<file path="config.mk">
export PLATFORM = sky130hd
export DESIGN_NAME = fetch_unit
export DESIGN_NICKNAME = d
export VERILOG_FILES = /design/src/rtl/fetch_unit.sv
export SDC_FILE = /design/constraint.sdc
export NUM_CORES = 1
export LEC_CHECK = 0
export ABC_AREA = 1
export BUFFER_PORTS_ARGS = -buffer_cell sky130_fd_sc_hd__buf_2
export CAP_MARGIN = 10
export CORE_ASPECT_RATIO = 1.4
export CORE_UTILIZATION = 40
export CTS_BUF_LIST = sky130_fd_sc_hd__clkbuf_4
export CTS_CLUSTER_SIZE = 10
export DETAILED_ROUTE_END_ITERATION = 8
export GPL_TIMING_DRIVEN = 0
export PLACE_DENSITY_LB_ADDON = 0.1
export SKIP_CTS_REPAIR_TIMING = 1
export SYNTH_ARGS = -nofsm -noshare
export SYNTH_HDL_FRONTEND = slang
export SYNTH_SLANG_ARGS = --single-unit
</file>
<file path="constraint.sdc">
create_clock -name clk_i -period 1.9 [get_ports clk_i]
set_input_delay 0 -clock clk_i [delete_from_list [all_inputs] [get_ports clk_i]]
set_output_delay 0 -clock clk_i [all_outputs]
set_load 0.01 [all_outputs]
</file>
<file path="src/rtl/fetch_unit.sv">
// PC owner and fetch sequencer in front of a synchronous-read instruction BRAM.
// Hides the one-cycle read latency, skids the instruction under stall, one bubble per redirect.
module fetch_unit #(
  parameter logic [31:0] RESET_PC = 32'h0000_0000,
  parameter int unsigned ADDR_W   = 14
) (
  input  logic              clk_i,
  input  logic              reset_i,
  input  logic              stall_i,
  input  logic              redirect_i,
  input  logic [31:0]       redirect_pc_i,
  output logic [ADDR_W-1:0] imem_addr_o,
  input  logic [31:0]       imem_rdata_i,
  output logic [31:0]       instr_o,
  output logic [31:0]       instr_pc_o,
  output logic              instr_valid_o,
  output logic              misaligned_err_o
);

  logic [31:0] fetch_pc_q, fetch_pc_d;
  logic [31:0] resp_pc_q, resp_pc_d;
  logic        resp_valid_q, resp_valid_d;
  logic [31:0] hold_instr_q, hold_instr_d;
  logic        hold_valid_q, hold_valid_d;
  logic        misaligned_err_q, misaligned_err_d;

  always_comb begin
    fetch_pc_d       = fetch_pc_q;
    resp_pc_d        = resp_pc_q;
    resp_valid_d     = resp_valid_q;
    hold_instr_d     = hold_instr_q;
    hold_valid_d     = hold_valid_q;
    misaligned_err_d = misaligned_err_q;

    if (redirect_i) begin
      // Redirect wins over stall; the in-flight wrong-path fetch is dropped.
      fetch_pc_d       = {redirect_pc_i[31:2], 2'b00};
      resp_valid_d     = 1'b0;
      hold_valid_d     = 1'b0;
      misaligned_err_d = misaligned_err_q | (redirect_pc_i[1:0] != 2'b00);
    end else if (stall_i) begin
      // Only the first stall cycle sees data for resp_pc; later cycles re-read fetch_pc.
      if (resp_valid_q && !hold_valid_q) begin
        hold_instr_d = imem_rdata_i;
        hold_valid_d = 1'b1;
      end
    end else begin
      resp_pc_d    = fetch_pc_q;
      resp_valid_d = 1'b1;
      fetch_pc_d   = fetch_pc_q + 32'd4;
      hold_valid_d = 1'b0;
    end
  end

  always_ff @(posedge clk_i) begin
    if (reset_i) begin
      fetch_pc_q       <= RESET_PC;
      resp_pc_q        <= 32'd0;
      resp_valid_q     <= 1'b0;
      hold_instr_q     <= 32'd0;
      hold_valid_q     <= 1'b0;
      misaligned_err_q <= 1'b0;
    end else begin
      fetch_pc_q       <= fetch_pc_d;
      resp_pc_q        <= resp_pc_d;
      resp_valid_q     <= resp_valid_d;
      hold_instr_q     <= hold_instr_d;
      hold_valid_q     <= hold_valid_d;
      misaligned_err_q <= misaligned_err_d;
    end
  end

  assign imem_addr_o      = fetch_pc_q[ADDR_W+1:2];
  assign instr_o          = hold_valid_q ? hold_instr_q : imem_rdata_i;
  assign instr_pc_o       = resp_pc_q;
  assign instr_valid_o    = resp_valid_q;
  assign misaligned_err_o = misaligned_err_q;

endmodule

</file>
==> summary.md, run 1 <==
| Metric | Value |
|---|---|
| Capture instance of the worst register-to-register path | fetch_pc_q[26] |
| Final RePlAce weighted congestion | 0.891 |
| Die Outline Area | 12800 sq um |
| Number of distinct library cells after synthesis | 36 |
| Least-Margin Pin Slew | 689 ps |
| Power per Cell Area | 645 nW/um^2 |
| Total leakage power | 0.00338 uW |
| Clock skew after layout | 16.4 ps |
| Last element of the critical path | fetch_pc_q[5] |
| Count of nets after finishing | 1061 |
| Reg-to-reg critical path startpoint | fetch_pc_q[3] |
| Kind of end point of the critical path | flop |
| Placed wire-length estimate | 11300 microns |
| Number of global-route vias before repair | 4865 |
| Number of DRC violations after detailed-routing iteration 0 | 222 |
| Leading post-synthesis cells by cell area | sky130_fd_sc_hd__dfxtp_1 (39%), sky130_fd_sc_hd__nand2_1 (17%), sky130_fd_sc_hd__nor2_1 (10%) |
| Setup slack, reg-to-reg | 200 ps |
| Routed WL per cell | 13.7 microns |
| Required time of the worst setup path | 2330 ps |
| Die height | 133 microns |
| Deepest clock path buffer count | 2 |
| PnR Total Power | 4340 uW |
| Register-to-Register Path Depth | 10 |
| Area share of the leading cell type in the synthesized netlist | 0.385 |
| Sequential cell area fraction in the yosys report | 0.385 |
| Failing checks | negative hold slack |
| Maximum vdd ir drop | 523 uV |
| Effective utilization at floorplan | 0.414 |
| Multi-input logic area | 2460 sq um |
| Clock sink count | 95 |
| Number of endpoints with negative hold slack in the final report | 1 |
| CTS H-tree depth | 3 |
| Residual overflow from global routing | 0 |
| CTS tree | built |
| Post-route minimum period | 1810 ps |
| Via count | 5525 |
| Placed insts | 1060 |
| IO Port Bufs | 143 |
| Met2 Wirelength | 7910 microns |
| # IOs | 148 |
| WL met1 | 6470 microns |
| Worst setup path startpoint | redirect_i |
| Number of placement rows | 47 |
| Clock root buffer | sky130_fd_sc_hd__clkbuf_4 |
| Met3 wire len | 854 microns |
| Number of cells traversed by the worst hold path | 7 |
| Area taken by flip-flops and latches | 1900 sq um |
| Cell count after synthesis | 769 |
| CP Cell Sequence | dlygate4sd3_1, buf_4, nor2_4, buf_2, nand2_1, inv_1, nand2_1, a31oi_1, dlygate4sd3_1 |
| Synthesized area | 4940 sq um |
| Share of the clock period used by the worst path | 0.952 |
| Worst-case headroom to the max-slew limit | 0.537 |
| Die boundary width | 95.9 microns |
| Worst-case hold slack | -22.7 ps |
| Highest clock frequency the design can meet | 0.553 GHz |
| Largest net degree at the start of global routing | 18 |
| Clock slew seen by the registers of the worst setup and hold paths | 160 ps |
| Initial antenna violation count | 1 |
| Std-Cell Core Area | 11900 sq um |
| Status | finished, violations left |
| Flip-flop and latch count after synthesis | 95 |
| RSZ-0062 raised after global routing | false |
| Type of the worst setup path | primary input to flop |
| Crit-path slowest cell | sky130_fd_sc_hd__dlygate4sd3_1 |
| Number of buffers created by CTS | 9 |
| Critical path arrival | 2240 ps |
| Pre-CTS worst setup slack | 221 ps |
| Signed area change from the synthesized netlist to the final layout | 36.2% |
| Number of DRC violations after detailed routing | 0 |
| Warnings from Yosys | 0 |
| Setup slack after layout | 92.0 ps |
| Mean post-synth cell area | 6.42 sq um |
| Count of fill cells added during filler insertion | 1228 |
| Total routing resource utilization after global routing | 0.240 |
| Wire length reported by the detailed router | 15600 microns |
| Highest metal layer with signal wires | met4 |
| Max FO, Critical Path | 10 |
| Layout cell share with drive strength beyond 1 | 0.217 |
| Final setup fails | 0 |
| Final Non-Filler Cells | 1145 |
| Max Cap Viol | 0 |
| Vias per inst | 4.83 |
| Insertion delay to the later sink of the worst-skew pair | 470 ps |
| First-pass GRT wire length | 23500 microns |
| Critical path launch point type | primary input |
| Cell type with the largest total area after synthesis | sky130_fd_sc_hd__dfxtp_1 |
| HP Class | primary input to flop |
| Number of pins with negative max-slew slack in the final report | 0 |
| Number of nets still failing antenna checks after routing | 0 |
| Length of the first detailed-routing pass in iterations | 4 |
| Slowest stage delay, CP | 570 ps |
==> cells in the mapped netlist <==
| cell | n |
|---|---|
| sky130_fd_sc_hd__nand2_1 | 222 |
| sky130_fd_sc_hd__nor2_1 | 135 |
| sky130_fd_sc_hd__dfxtp_1 | 95 |
| sky130_fd_sc_hd__inv_1 | 70 |
| sky130_fd_sc_hd__o21ai_0 | 40 |
| sky130_fd_sc_hd__nand3_1 | 39 |
| sky130_fd_sc_hd__o21ai_1 | 30 |
| sky130_fd_sc_hd__buf_4 | 20 |
| sky130_fd_sc_hd__clkbuf_1 | 19 |
| sky130_fd_sc_hd__a21oi_1 | 15 |
| sky130_fd_sc_hd__buf_2 | 12 |
| sky130_fd_sc_hd__nor3_1 | 12 |
| sky130_fd_sc_hd__nand4_1 | 9 |
| sky130_fd_sc_hd__nor2_4 | 7 |
| sky130_fd_sc_hd__nand3b_1 | 5 |
| sky130_fd_sc_hd__o211ai_1 | 5 |
| sky130_fd_sc_hd__a31oi_1 | 4 |
| sky130_fd_sc_hd__a211oi_1 | 3 |
| sky130_fd_sc_hd__inv_2 | 3 |
| sky130_fd_sc_hd__nand2_2 | 3 |
| sky130_fd_sc_hd__a22o_1 | 2 |
| sky130_fd_sc_hd__buf_6 | 2 |
| sky130_fd_sc_hd__nand3_2 | 2 |
| sky130_fd_sc_hd__nor2_2 | 2 |
| sky130_fd_sc_hd__nor4_1 | 2 |
| sky130_fd_sc_hd__a22oi_1 | 1 |
| sky130_fd_sc_hd__clkinv_1 | 1 |
| sky130_fd_sc_hd__conb_1 | 1 |
| sky130_fd_sc_hd__ha_1 | 1 |
| sky130_fd_sc_hd__nand3_4 | 1 |
| sky130_fd_sc_hd__nor3_4 | 1 |
| sky130_fd_sc_hd__o2111ai_1 | 1 |
| sky130_fd_sc_hd__o21bai_1 | 1 |
| sky130_fd_sc_hd__o31ai_1 | 1 |
| sky130_fd_sc_hd__or2_1 | 1 |
| sky130_fd_sc_hd__xor2_1 | 1 |
==> kinds of logic after synthesis <==
logic type / synth area share
other cells: 0.000759
fa+ha+maj: 0.00253
buf+inv: 0.118
xor+xnor: 0.00177
flops: 0.385
simple gates: 0.379
compound gates: 0.113
==> power by group <==
part           total (uW)  switching, uW  internal (uW)
sequential           2160           77.8           2080
combinational         734            388            347
clock                1450            760            685
==> placed cells by master, fill, tap and decap left out, types with 3 or more instances in the layout <==
cell,instances
sky130_fd_sc_hd__inv_6,4
sky130_fd_sc_hd__nor2_4,7
sky130_fd_sc_hd__nor3_1,12
sky130_fd_sc_hd__a31oi_1,4
sky130_fd_sc_hd__nand2_1,222
sky130_fd_sc_hd__clkbuf_4,9
sky130_fd_sc_hd__nor2_1,135
sky130_fd_sc_hd__buf_4,20
sky130_fd_sc_hd__buf_2,155
sky130_fd_sc_hd__dfxtp_1,95
sky130_fd_sc_hd__nand3_1,39
sky130_fd_sc_hd__nand3b_1,5
sky130_fd_sc_hd__clkbuf_1,14
sky130_fd_sc_hd__dlygate4sd3_1,69
sky130_fd_sc_hd__inv_2,3
sky130_fd_sc_hd__o21ai_1,30
sky130_fd_sc_hd__o211ai_1,5
sky130_fd_sc_hd__a21oi_1,15
sky130_fd_sc_hd__bufinv_16,3
sky130_fd_sc_hd__clkbuf_2,4
sky130_fd_sc_hd__nand4_1,9
sky130_fd_sc_hd__nand2_2,3
sky130_fd_sc_hd__a211oi_1,3
sky130_fd_sc_hd__o21ai_0,40
sky130_fd_sc_hd__inv_1,70
==> stage by stage <==
step           TNS [ps]   util  cell area, sq um
2_1_floorplan         0      -              4940
3_3_place_gp          0  0.489              5840
3_5_place_dp          0  0.489              5840
4_1_cts           -1780  0.506              6040
5_1_grt               0  0.564              6730
6_report              0  0.564              6730
==> how the worst min path moves through the flow <==
stage / slack, ps / to / from
after floorplan: 100 / instr_valid_o / stall_i
after global placement: 240 / hold_instr_q[7] / imem_rdata_i[7]
after detailed placement: 240 / hold_instr_q[17] / imem_rdata_i[17]
after CTS: -270 / hold_instr_q[7] / imem_rdata_i[7]
after global routing: 30 / fetch_pc_q[20] / redirect_pc_i[20]
final: -20 / fetch_pc_q[20] / redirect_pc_i[20]
==> cell type report <==
type | instances | area share
repair buffers | 212 | 0.209
flip-flops and latches | 95 | 0.283
clock inverters | 7 | 0.0186
diodes | 1 | 0.000372
well taps | 147 | 0.0273
clock buffers | 9 | 0.0100
plain buffers | 52 | 0.0454
multi-input cells | 548 | 0.365
inverters | 74 | 0.0413
==> routing by layer <==
layer  track usage  vias to the layer above
met1         0.286                     2450
met4         0.101                        0
met5             0                        -
met2         0.412                      178
met3        0.0468                       31
li1              -                     2866
==> critical path, delay by kind of cell <==
kind | cells | cell delay (ps)
buffers and inverters | 5 | 1710
and+or+nand+nor | 3 | 370
AOI/OAI and AO/OA | 1 | 170
==> sequential cells by signal, summed over array words and instances (netlist names) <==
| name | count |
|---|---|
| instr_pc_o | 30 |
| fetch_pc_q | 30 |
| instr_valid_o | 1 |
| hold_instr_q | 32 |
| misaligned_err_o | 1 |
| hold_valid_q | 1 |
No activity file was read; power rests on OpenSTA's default activity.
==> run 2: changes to the inputs <==
--- a/config.mk
+++ b/config.mk
@@ -13,7 +13,6 @@
 export CTS_BUF_LIST = sky130_fd_sc_hd__clkbuf_4
 export CTS_CLUSTER_SIZE = 10
 export DETAILED_ROUTE_END_ITERATION = 8
-export GPL_TIMING_DRIVEN = 0
 export PLACE_DENSITY_LB_ADDON = 0.1
 export SKIP_CTS_REPAIR_TIMING = 1
 export SYNTH_ARGS = -nofsm -noshare
==> run 2 against run 1 <==
Compared with the run above: the run still ends with negative hold slack left; fmax increased by 6.4%; clock skew grew 3.4 ps; total power shrank 8.1%; clock power decreased by 21%; via count shrank 2.2%; register-to-register slack is essentially flat; wire length is 4.1% lower; critical path type is now flop to primary output; largest power group unchanged.
==> summary.md, run 2 (synthesized netlist as in run 1, its figures left out) <==
| Metric | Value |
|---|---|
| Routed WL per cell | 13.6 microns |
| Number of endpoints with negative hold slack in the final report | 3 |
| Worst setup path startpoint | hold_valid_q |
| Final Non-Filler Cells | 1101 |
| Die boundary width | 95.9 microns |
| Highest clock frequency the design can meet | 0.588 GHz |
| Worst-case hold slack | -25.5 ps |
| Deepest clock path buffer count | 2 |
| Top register by number of flip-flops | hold_instr_q |
| Net switching power of the design | 1180 uW |
| Largest net degree at the start of global routing | 44 |
| Final RePlAce weighted congestion | 0.859 |
| Failing checks | negative hold slack |
| Final setup fails | 0 |
| Number of pins with negative max-slew slack in the final report | 0 |
| Residual overflow from global routing | 0 |
| Layout cell share with drive strength beyond 1 | 0.199 |
| Number of DRC violations after detailed routing | 0 |
| Share of the clock period used by the worst path | 0.895 |
| CP Cell Sequence | buf_12, inv_1, buf_6, nand2_1, nand2_1, buf_2 |
| Dominant cell type by count on the critical path | sky130_fd_sc_hd__nand2_1 |
| First-pass GRT wire length | 22900 microns |
| Placed wire-length estimate | 10200 microns |
| IO Port Bufs | 145 |
| Die Outline Area | 12800 sq um |
| Maximum vdd ir drop | 389 uV |
| Vias per inst | 4.91 |
| Most common library cell in the layout ignoring fill and taps | sky130_fd_sc_hd__nand2_1 |
| Slowest stage delay, CP | 450 ps |
| Setup slack after layout | 200 ps |
| CTS H-tree depth | 3 |
| Initial antenna violation count | 1 |
| Std-Cell Core Area | 11900 sq um |
| Launch instance of the worst min-delay path | redirect_pc_i[20] |
| Max FO, Critical Path | 33 |
| Die height | 133 microns |
| Placed insts | 1021 |
| Max Cap Viol | 0 |
| Number of buffers created by CTS | 9 |
| Clock sink count | 95 |
| Fraction of power spent switching nets | 0.296 |
| Critical path launch point type | flop |
| Worst-case headroom to the max-slew limit | 0.626 |
| Required time of the worst setup path | 1900 ps |
| Wire length reported by the detailed router | 15000 microns |
| Clock skew after layout | 19.9 ps |
| Number of DRC violations after detailed-routing iteration 0 | 286 |
| Pre-CTS worst setup slack | 276 ps |
| Clock root buffer | sky130_fd_sc_hd__clkbuf_4 |
| Signed area change from the synthesized netlist to the final layout | 30.6% |
| Number of cells traversed by the worst hold path | 7 |
| Kind of end point of the critical path | primary output |
| Number of nets still failing antenna checks after routing | 0 |
| RSZ-0062 raised after global routing | false |
| Fraction of power consumed by the clock network | 0.286 |
| Status | finished, violations left |
| Number of flip-flops in the largest register | 32 |
| Via count | 5402 |
| Critical path arrival | 1700 ps |
| CTS tree | built |
| Post-route minimum period | 1700 ps |
| Commonest cells after routing, fill and taps aside | sky130_fd_sc_hd__nand2_1 (222), sky130_fd_sc_hd__buf_2 (145), sky130_fd_sc_hd__nor2_1 (135) |
| Insertion delay to the later sink of the worst-skew pair | 470 ps |
| Length of the first detailed-routing pass in iterations | 5 |
| Clock slew seen by the registers of the worst setup and hold paths | 160 ps |
| Reg-to-reg critical path startpoint | fetch_pc_q[3] |
| Register-to-Register Path Depth | 5 |
| Power per Cell Area | 619 nW/um^2 |
| Relative contribution of sequential cells to total power | 0.541 |
| Relative contribution of combinational cells to total power | 0.173 |
| Count of nets after finishing | 1017 |
| Type of the worst setup path | flop to primary output |
| Least-Margin Pin Slew | 560 ps |
| Cell internal pwr | 2810 uW |
| # IOs | 148 |
| Number of global-route vias before repair | 4753 |
| Effective utilization at floorplan | 0.414 |
| Crit-path slowest cell | sky130_fd_sc_hd__dfxtp_1 |
| Total leakage power | 0.00321 uW |
| HP Class | primary input to flop |
| Number of placement rows | 47 |
| Total routing resource utilization after global routing | 0.228 |
==> run 2: changes by cell type in the layout (fill, tap and decap cells not counted), moves of 4 or more <==
| cell | change |
|---|---|
| sky130_fd_sc_hd__dlygate4sd3_1 | -6 |
| sky130_fd_sc_hd__clkbuf_1 | -14 |
| sky130_fd_sc_hd__buf_4 | -12 |
| sky130_fd_sc_hd__inv_6 | -4 |
| sky130_fd_sc_hd__clkbuf_2 | -4 |
| sky130_fd_sc_hd__buf_2 | -10 |
==> run 2: path summary, 6_finish.rpt <==
| check | end | slack, ps |
|---|---|---|
| setup reg to reg | fetch_pc_q[4] | 210 |
| setup / recovery | instr_o[9] | 200 |
| hold / removal | fetch_pc_q[20] | -30 |
| hold reg to reg | instr_pc_o[13] | 470 |
==> run 2: critical path, delay by kind of cell (launching register included) <==
kind | cells | cell delay (ps)
buf+inv | 4 | 640
flops | 1 | 450
simple gates | 2 | 140
==> run 2: metrics by stage <==
stage	util	setup TNS, ps	total power [uW]	hold WS [ps]	instance area, sq um
final	0.540	0	3990	-25.5	6450
after global routing	0.540	0	4190	2.84	6450
after CTS	0.486	-103	3930	-255	5800
after detailed placement	0.474	0	2790	246	5660
after global placement	0.474	0	2780	237	5660
after floorplan	-	0	2540	104	4940
==> run 2: power by group through the flow <==
| stage | clock (uW) | combinational (uW) | sequential (uW) |
|---|---|---|---|
| after floorplan | 0 | 346 | 2200 |
| after detailed placement | 0 | 587 | 2200 |
| after global placement | 0 | 579 | 2200 |
| after CTS | 1180 | 589 | 2160 |
| after global routing | 1250 | 765 | 2170 |
| final | 1140 | 692 | 2160 |
==> run 2: layout make-up <==
class | instances | area, sq um
multi-input combinational | 548 | 2460
timing repair buffer | 220 | 1490
tap | 147 | 184
sequential | 95 | 1900
clock buffer | 10 | 75.1
inverter | 74 | 278
antenna | 1 | 2.50
fill | 1184 | 5490
clock inverter | 6 | 61.3
==> run 2: routing by layer <==
| metal | vias up | track usage | part of all wire |
|---|---|---|---|
| li1 | 2776 | - | - |
| met4 | 0 | 0.0945 | 0.024 |
| met1 | 2421 | 0.271 | 0.41 |
| met2 | 179 | 0.396 | 0.51 |
| met5 | - | 0 | 0 |
| met3 | 26 | 0.0394 | 0.052 |
==> run 3: changes to the inputs <==
--- a/config.mk
+++ b/config.mk
@@ -7,13 +7,11 @@
 export LEC_CHECK = 0
 export ABC_AREA = 1
 export BUFFER_PORTS_ARGS = -buffer_cell sky130_fd_sc_hd__buf_2
-export CAP_MARGIN = 10
-export CORE_ASPECT_RATIO = 1.4
+export CAP_MARGIN = 0
 export CORE_UTILIZATION = 40
 export CTS_BUF_LIST = sky130_fd_sc_hd__clkbuf_4
 export CTS_CLUSTER_SIZE = 10
 export DETAILED_ROUTE_END_ITERATION = 8
-export PLACE_DENSITY_LB_ADDON = 0.1
 export SKIP_CTS_REPAIR_TIMING = 1
 export SYNTH_ARGS = -nofsm -noshare
 export SYNTH_HDL_FRONTEND = slang
==> run 3 against run 2 <==
Compared with the run above: the flow still finishes with violations (negative hold slack); register-to-register slack better by 20 ps; sequential cell count stayed put; design area is 0.29% higher; total power is 4.4% lower; utilization is 0.18 points lower; global-route usage hardly changed; hold slack better by 22 ps; setup slack better by 32 ps; fmax is 1.9% higher; critical path depth is 3 higher.
==> summary.md, run 3 (synthesized netlist as in run 1, its figures left out) <==
| Metric | Value |
|---|---|
| Status | finished, violations left |
| Failing checks | negative hold slack |
| Required time of the worst setup path | 2270 ps |
| Max Cap Viol | 0 |
| Routed WL per cell | 13.6 microns |
| Least-Margin Pin Slew | 875 ps |
| Number of flip-flops in the largest register | 32 |
| Net switching power of the design | 1130 uW |
| Critical path arrival | 2030 ps |
| Number of buffers created by CTS | 9 |
| Worst-case hold slack | -3.42 ps |
| Slowest stage delay, CP | 500 ps |
| Dominant cell type by count on the critical path | sky130_fd_sc_hd__nand2_1 |
| Length of the first detailed-routing pass in iterations | 5 |
| Die height | 113 microns |
| Number of endpoints with negative hold slack in the final report | 1 |
| Placed wire-length estimate | 10100 microns |
| Area taken by flip-flops and latches | 1900 sq um |
| Worst-case headroom to the max-slew limit | 0.413 |
| Clock sink count | 95 |
| Final setup fails | 0 |
| Share of the clock period used by the worst path | 0.878 |
| Deepest clock path buffer count | 2 |
| Die boundary width | 113 microns |
| Final RePlAce weighted congestion | 0.883 |
| Number of global-route vias before repair | 4834 |
| Type of the worst setup path | flop to flop |
| Count of nets after finishing | 1025 |
| Top register by number of flip-flops | hold_instr_q |
| Via count | 5492 |
| First-pass GRT wire length | 23200 microns |
| Signed area change from the synthesized netlist to the final layout | 31.0% |
| Number of DRC violations after detailed-routing iteration 0 | 427 |
| Critical path launch point type | flop |
| Crit-path slowest cell | sky130_fd_sc_hd__dfxtp_1 |
| Largest net degree at the start of global routing | 44 |
| Commonest cells after routing, fill and taps aside | sky130_fd_sc_hd__nand2_1 (222), sky130_fd_sc_hd__buf_2 (145), sky130_fd_sc_hd__nor2_1 (135) |
| Clock skew after layout | 20.7 ps |
| Maximum vdd ir drop | 275 uV |
| Vias per inst | 4.96 |
| Highest clock frequency the design can meet | 0.600 GHz |
| Layout cell share with drive strength beyond 1 | 0.206 |
| Insertion delay to the later sink of the worst-skew pair | 460 ps |
| Effective utilization at floorplan | 0.411 |
| Number of pins with negative max-slew slack in the final report | 0 |
| CTS H-tree depth | 3 |
| Relative contribution of combinational cells to total power | 0.183 |
| CP Cell Sequence | nand2_1, nor2_1, nand2_1, nor2_1, nand2_1, nand2_1, nand3b_1, nand2_1, inv_1 |
| Total routing resource utilization after global routing | 0.228 |
| Multi-input logic area | 2460 sq um |
| Initial antenna violation count | 0 |
| Max FO, Critical Path | 7 |
| HP Class | primary input to flop |
| Wire length reported by the detailed router | 15000 microns |
| Cell internal pwr | 2690 uW |
| Fraction of power spent switching nets | 0.295 |
| Number of DRC violations after detailed routing | 0 |
| Antenna cells | 0 |
| Kind of end point of the critical path | flop |
| Post-route minimum period | 1670 ps |
| CTS tree | built |
| Clock slew seen by the registers of the worst setup and hold paths | 140 ps |
| Residual overflow from global routing | 0 |
| RSZ-0062 raised after global routing | false |
| Relative contribution of sequential cells to total power | 0.566 |
| Die Outline Area | 12800 sq um |
| Most common library cell in the layout ignoring fill and taps | sky130_fd_sc_hd__nand2_1 |
| Clock root buffer | sky130_fd_sc_hd__clkbuf_4 |
| Total leakage power | 0.00323 uW |
| Number of nets still failing antenna checks after routing | 0 |
| Power per Cell Area | 590 nW/um^2 |
| Number of placement rows | 40 |
| Std-Cell Core Area | 12000 sq um |
| # IOs | 148 |
| PnR Total Power | 3810 uW |
| Count of fill cells added during filler insertion | 1215 |
| IO Port Bufs | 145 |
| Fin Setup TNS | 0 ps |
| Fraction of power consumed by the clock network | 0.251 |
run 3: final timing paths:
kind / depth (start not counted) / startpoint / endpoint / slack (ps)
setup / recovery: 9 / fetch_pc_q[12] / fetch_pc_q[31] / 230
hold / removal: 7 / redirect_pc_i[20] / fetch_pc_q[20] / -3
setup reg to reg: 9 / fetch_pc_q[12] / fetch_pc_q[31] / 230
hold reg to reg: 2 / misaligned_err_o / misaligned_err_o / 460
run 3: through the flow:
step,area [sq um],util,hold WS [ps],std cells,setup WS (ps)
6_report,6470,0.539,-3.42,1108,232
2_1_floorplan,4940,-,104,770,453
3_5_place_dp,5680,0.473,249,1023,245
4_1_cts,5790,0.482,-267,1039,-159
5_1_grt,6470,0.539,-3.43,1108,75.8
3_3_place_gp,5680,0.473,239,1023,305
run 3: cell type report:
| class | instances | area share |
|---|---|---|
| multi-input combinational | 548 | 0.380 |
| timing repair inverter | 1 | 0.00116 |
| clock inverter | 5 | 0.00387 |
| sequential | 95 | 0.294 |
| clock buffer | 11 | 0.0128 |
| timing repair buffer | 227 | 0.236 |
| tap | 147 | 0.0284 |
| inverter | 74 | 0.0435 |
run 3: power by group through the flow:
stage / clock network [uW] / registers (uW) / logic, uW
after floorplan: 0 / 2200 / 346
after global placement: 0 / 2200 / 581
after detailed placement: 0 / 2200 / 589
after CTS: 1000 / 2160 / 592
after global routing: 1090 / 2170 / 777
final: 959 / 2160 / 698
run 3: layer usage:
| layer | vias to the layer above | GRT usage | part of all wire |
|---|---|---|---|
| met5 | - | 0 | 0 |
| met4 | 0 | 0.104 | 0.023 |
| met3 | 22 | 0.0455 | 0.064 |
| met2 | 200 | 0.357 | 0.46 |
| met1 | 2485 | 0.301 | 0.46 |
| li1 | 2785 | - | - |
run 3: critical path: cells and delay by family (launching register included):
family | cells | cell delay, ps
buf+inv | 1 | 30
flops | 1 | 500
simple gates | 8 | 1050
